## src/rtl/led_pwm_sequencer.sv

```systemverilog
// Eight-channel LED brightness sequencer: ramps a shared level up, holds it at full
// scale, ramps it down, then advances to the next channel (chase) or repeats for all (unison).
module led_pwm_sequencer #(
  parameter int STEP_CYCLES = 97656,
  parameter int HOLD_STEPS  = 64
) (
  input  logic        clk,
  input  logic        rst_n,
  input  logic        start,
  input  logic        stop,
  input  logic        mode,
  output logic [63:0] duty,
  output logic        duty_valid,
  output logic [2:0]  active_ch,
  output logic        busy
);

  typedef enum logic [2:0] {
    IDLE    = 3'd0,
    UP      = 3'd1,
    HOLD    = 3'd2,
    DOWN    = 3'd3,
    ADVANCE = 3'd4
  } state_t;

  localparam logic [23:0] STEP_LAST = 24'(STEP_CYCLES - 1);
  localparam logic [7:0]  HOLD_LAST = 8'(HOLD_STEPS - 1);

  state_t      state;
  logic [7:0]  level;
  logic [23:0] step_cnt;
  logic [7:0]  hold_cnt;
  logic [2:0]  ch_ptr;
  logic        unison;
  logic        stop_pending;
  logic        tick;

  assign tick = (state != IDLE) && (step_cnt == STEP_LAST);

  function automatic logic [7:0] sat_inc(logic [7:0] v);
    return (v == 8'hFF) ? v : v + 8'd1;
  endfunction

  function automatic logic [7:0] sat_dec(logic [7:0] v);
    return (v == 8'h00) ? v : v - 8'd1;
  endfunction

  // Places the level in the active channel's byte, or in every byte for unison.
  function automatic logic [63:0] pack_duty(logic [7:0] lvl, logic [2:0] ch, logic all_ch);
    logic [63:0] d;
    d = '0;
    for (int c = 0; c < 8; c++) begin
      if (all_ch || (ch == 3'(c))) d[8*c +: 8] = lvl;
    end
    return d;
  endfunction

  always_ff @(posedge clk) begin
    if (!rst_n) begin
      state        <= IDLE;
      level        <= '0;
      step_cnt     <= '0;
      hold_cnt     <= '0;
      ch_ptr       <= '0;
      unison       <= 1'b0;
      stop_pending <= 1'b0;
      duty         <= '0;
      duty_valid   <= 1'b0;
      active_ch    <= '0;
      busy         <= 1'b0;
    end else begin
      duty_valid <= 1'b0;
      if (state != IDLE) step_cnt <= tick ? '0 : step_cnt + 24'd1;

      case (state)
        IDLE: begin
          if (start) begin
            unison       <= mode;
            ch_ptr       <= '0;
            level        <= '0;
            step_cnt     <= '0;
            hold_cnt     <= '0;
            stop_pending <= 1'b0;
            active_ch    <= '0;
            busy         <= 1'b1;
            state        <= UP;
          end
        end

        UP: begin
          if (stop) stop_pending <= 1'b1;
          if (tick) begin
            level      <= sat_inc(level);
            duty       <= pack_duty(sat_inc(level), ch_ptr, unison);
            duty_valid <= 1'b1;
            if (level >= 8'd254) begin
              hold_cnt <= '0;
              state    <= HOLD;
            end
          end
        end

        HOLD: begin
          if (stop) stop_pending <= 1'b1;
          if (tick) begin
            hold_cnt <= hold_cnt + 8'd1;
            if (hold_cnt == HOLD_LAST) state <= DOWN;
          end
        end

        DOWN: begin
          if (stop) stop_pending <= 1'b1;
          if (tick) begin
            level      <= sat_dec(level);
            duty       <= pack_duty(sat_dec(level), ch_ptr, unison);
            duty_valid <= 1'b1;
            if (level <= 8'd1) state <= ADVANCE;
          end
        end

        // A stop seen here only arms the next ADVANCE; the decision uses the earlier request.
        ADVANCE: begin
          if (stop_pending) begin
            stop_pending <= 1'b0;
            busy         <= 1'b0;
            state        <= IDLE;
          end else begin
            stop_pending <= stop;
            if (!unison) begin
              ch_ptr    <= ch_ptr + 3'd1;
              active_ch <= ch_ptr + 3'd1;
            end
            state <= UP;
          end
        end

        default: begin
          busy  <= 1'b0;
          state <= IDLE;
        end
      endcase
    end
  end

endmodule

```

## config.mk

```make
export PLATFORM = sky130hd
export DESIGN_NAME = led_pwm_sequencer
export DESIGN_NICKNAME = d
export VERILOG_FILES = /design/src/rtl/led_pwm_sequencer.sv
export SDC_FILE = /design/constraint.sdc
export NUM_CORES = 1
export LEC_CHECK = 0
export CAP_MARGIN = 10
export CORE_MARGIN = 3
export CORE_UTILIZATION = 30
export DETAILED_ROUTE_END_ITERATION = 8
export SYNTH_ARGS = -nofsm -noshare
export SYNTH_HDL_FRONTEND = slang
export SYNTH_SLANG_ARGS = --single-unit
```

## constraint.sdc

```tcl
create_clock -name clk -period 2.6 [get_ports clk]
set_input_delay 0.78 -clock clk [delete_from_list [all_inputs] [get_ports clk]]
set_output_delay 0.78 -clock clk [all_outputs]
set_load 0.005 [all_outputs]
```

==> results of run 1 <==
[cells in the final DEF (no fill, tap or decap), types with 16 or more instances in the layout]
cell type        synthesis  routed
a21oi_1                 40      40
and3_1                  16      16
buf_4                    0      45
nand2_1                 50      50
nor2_1                  55      54
o2bb2ai_1               17      17
clkbuf_16                0      17
clkdlybuf4s50_1          0      73
a22o_1                  25      25
nor3_1                  17      17
nand3_1                 48      48
dfxtp_1                114     113
[cell type report]
class | instances | area share
clock buffer | 17 | 0.0590
timing repair buffer | 118 | 0.148
clock inverter | 15 | 0.0255
multi-input combinational | 461 | 0.407
sequential | 114 | 0.317
inverter | 9 | 0.00468
tap | 225 | 0.0390
[state kept, by name (all words and copies together), names as in the netlist]
name and cells:
state 3, unison 1, stop_pending 1, ch_ptr 3, level 8, step_cnt 24, duty_valid 1, duty 64
hold_cnt 8, busy 1
[through the flow]
step                 util  total power (uW)
finish              0.413              5290
CTS                 0.413              5320
detailed placement  0.378              2910
global placement    0.378              2920
global route        0.413              5520
floorplan               -              2540
[power by group]
part	leakage, uW	total, uW	switching [uW]	internal [uW]
Clock	0.000290	2400	890	1510
Sequential	0.000920	1870	71.6	1790
Combinational	0.00133	1020	614	410
[per-layer routing]
metal  GRT usage  vias up
met2       0.239      106
met5           0        -
met3      0.0454       14
met4      0.0377        0
met1       0.216     2351
li1            -     2509
[how the worst max path moves through the flow]
stage | startpoint | to | slack [ps]
after floorplan | level[0] | duty[42] | 180
after global placement | start | hold_cnt[4] | -50
after detailed placement | start | hold_cnt[4] | -100
after CTS | level[1] | hold_cnt[4] | 200
after global routing | state[2] | duty[48] | 80
final | state[0] | level[3] | 280
[critical path: stages, from the launching register on]
cell and delay, ps:
dfxtp_1 530, nand2b_1 240, or4_1 610, o21ai_1 420
buf_4 200, nor2_1 40, a211oi_1 200
[timing repair]
action,in CTS,in global routing
gates resized for setup,0,1
endpoints found under the hold margin,0,0
endpoints found under the setup margin,0,1
hold buffers,0,0
[cell families (layout without fill, tap and decap cells)]
family                   count (synthesis)  count (layout)
AO/OA/AOI/OAI                          149             149
XOR/XNOR                                24              24
adder cells (fa/ha/maj)                 13              13
buffers and inverters                   46             159
flip-flops                             114             114
multiplexers                            10              10
AND/OR/NAND/NOR                        265             265
==> flow_summary.ini, run 1 <==
[floorplan]
io_pins = 74
core_mm2 = 0.0175
dieWidth_um = 140
die_area_mm2 = 0.0197
die_y_um = 140
initial_core_util = 0.309
rows = 48

[drt]
finalWirelength_um = 15300
antenna_left = 0
dr_wl_met3_um = 742
via_per_inst = 5.19
dr.first_iter.drc_count = 315
highest_layer = met4
drtPass1Iterations = 5
wl_per_cell_um = 15.9
met2_length_um = 6800
met1_length_um = 7590
vias = 4980
drc_errors = 0

[logic_synthesis]
synth-seq-cells = 114
synth_top_family_by_area = simple AND/OR/NAND/NOR gates
ys_types = 68
synth.avg_cell_area_um2 = 8.71
synth_top_area_frac = 0.422
synth.area.top_cells = dfxtp_1 (42%), nand3_1 (4.4%), a22o_1 (4.0%), nor2_1 (3.8%), a21oi_1 (3.7%)
ys_top_cells_by_count = dfxtp_1 (114), nor2_1 (55), nand2_1 (50)
synth_adder_area_share = 0.0301
yosysSeqAreaShare = 0.422
synthXorXnorAreaFrac = 0.0389
synth-main-ff-cell = dfxtp_1
syn_area_mm2 = 0.00541
synth.area.mux_share = 0.0215
synthSimpleGateAreaFrac = 0.256
yosysMostFrequentCell = dfxtp_1
synthArstFlopShare = 0
yosysTopAreaCell = dfxtp_1
postSynthCellCount = 621
syn_nets = 639
synth_compound_area_frac = 0.195
synth-edff-count = 0
ys_warn_count = 0

[sta]
maxSlewHeadroom = 0.381
setup_viol = 0
finalHoldViolCount = 0
fin_tns_setup_ps = 0
rsz0062_at_grt = false
finalCritPeriodShare = 0.894
min_period_ps = 2320
hold_ws_ps = 452
max_freq_mhz = 430
tightest_slew_ps = 927
finalMaxSlewViolations = 0
fin_skew_ps = 8.43
setup_ws_ps = 275

[grt]
overflow = 0
grt_pass1_wl_um = 25100
grt_antenna_before_repair = 0
first_global_vias = 4822
grt_max_degree = 48
grt.total_usage = 0.156

[final_layout]
register_area_mm2 = 0.00228
final_cells = 959
nFillCells = 1742
multiInputGateArea_mm2 = 0.00294
final_area_mm2 = 0.00721
nNetsFinal = 739
drive_above_1_share = 0.136
area_growth_pct = 33.3
diodes = 0

[critical_path]
endpoint_kind = flop
rr_worst_depth = 6
reg2reg_to = level[3]
crit_path_start_kind = flop
r2r-start = state[0]
arrival_ps = 2650
crit_required_ps = 2930
worst-setup-path-type = reg2reg
r2r_slack_ps = 280
cp_max_fo = 9

[clocking]
clockRootBuffer = clkbuf_16
numClockSinks = 114
clockBufferDepth = 2
clk_pin_slew_ps = 60
cts_max_level = 4
cts_setup_buffers = 0
worstSkewPairLatency_ps = 420
cts_buffers = 17
cts_tree = done

[min_path]
min_to = duty[4]
min-delay-start = duty[4]
min_path_cells = 2
hold_path.class = reg2reg

[placement]
place_area_mm2 = 0.00660
placedCellCount = 927
pre_cts_ws_ps = -96.4
hpwl_um = 10600
numPortBuffers = 73
routabilityCongestion = 0.849

[outcome]
status = finished clean

[power_and_ir_drop]
peakVddDrop_v = 0.000525
cellLeakagePower_uw = 0.00254
power.density_mw_per_mm2 = 734

[run]
drv_cap = 0
Power figures use the tool's default switching activity.
==> inputs of run 2 (changes only) <==
--- a/config.mk
+++ b/config.mk
@@ -9,6 +9,7 @@
 export CORE_MARGIN = 3
 export CORE_UTILIZATION = 30
 export DETAILED_ROUTE_END_ITERATION = 8
+export SKIP_CTS_REPAIR_TIMING = 1
 export SYNTH_ARGS = -nofsm -noshare
 export SYNTH_HDL_FRONTEND = slang
 export SYNTH_SLANG_ARGS = --single-unit
==> results of run 2 <==
The final DEF is identical to that of run 1; final timing and power are the same.
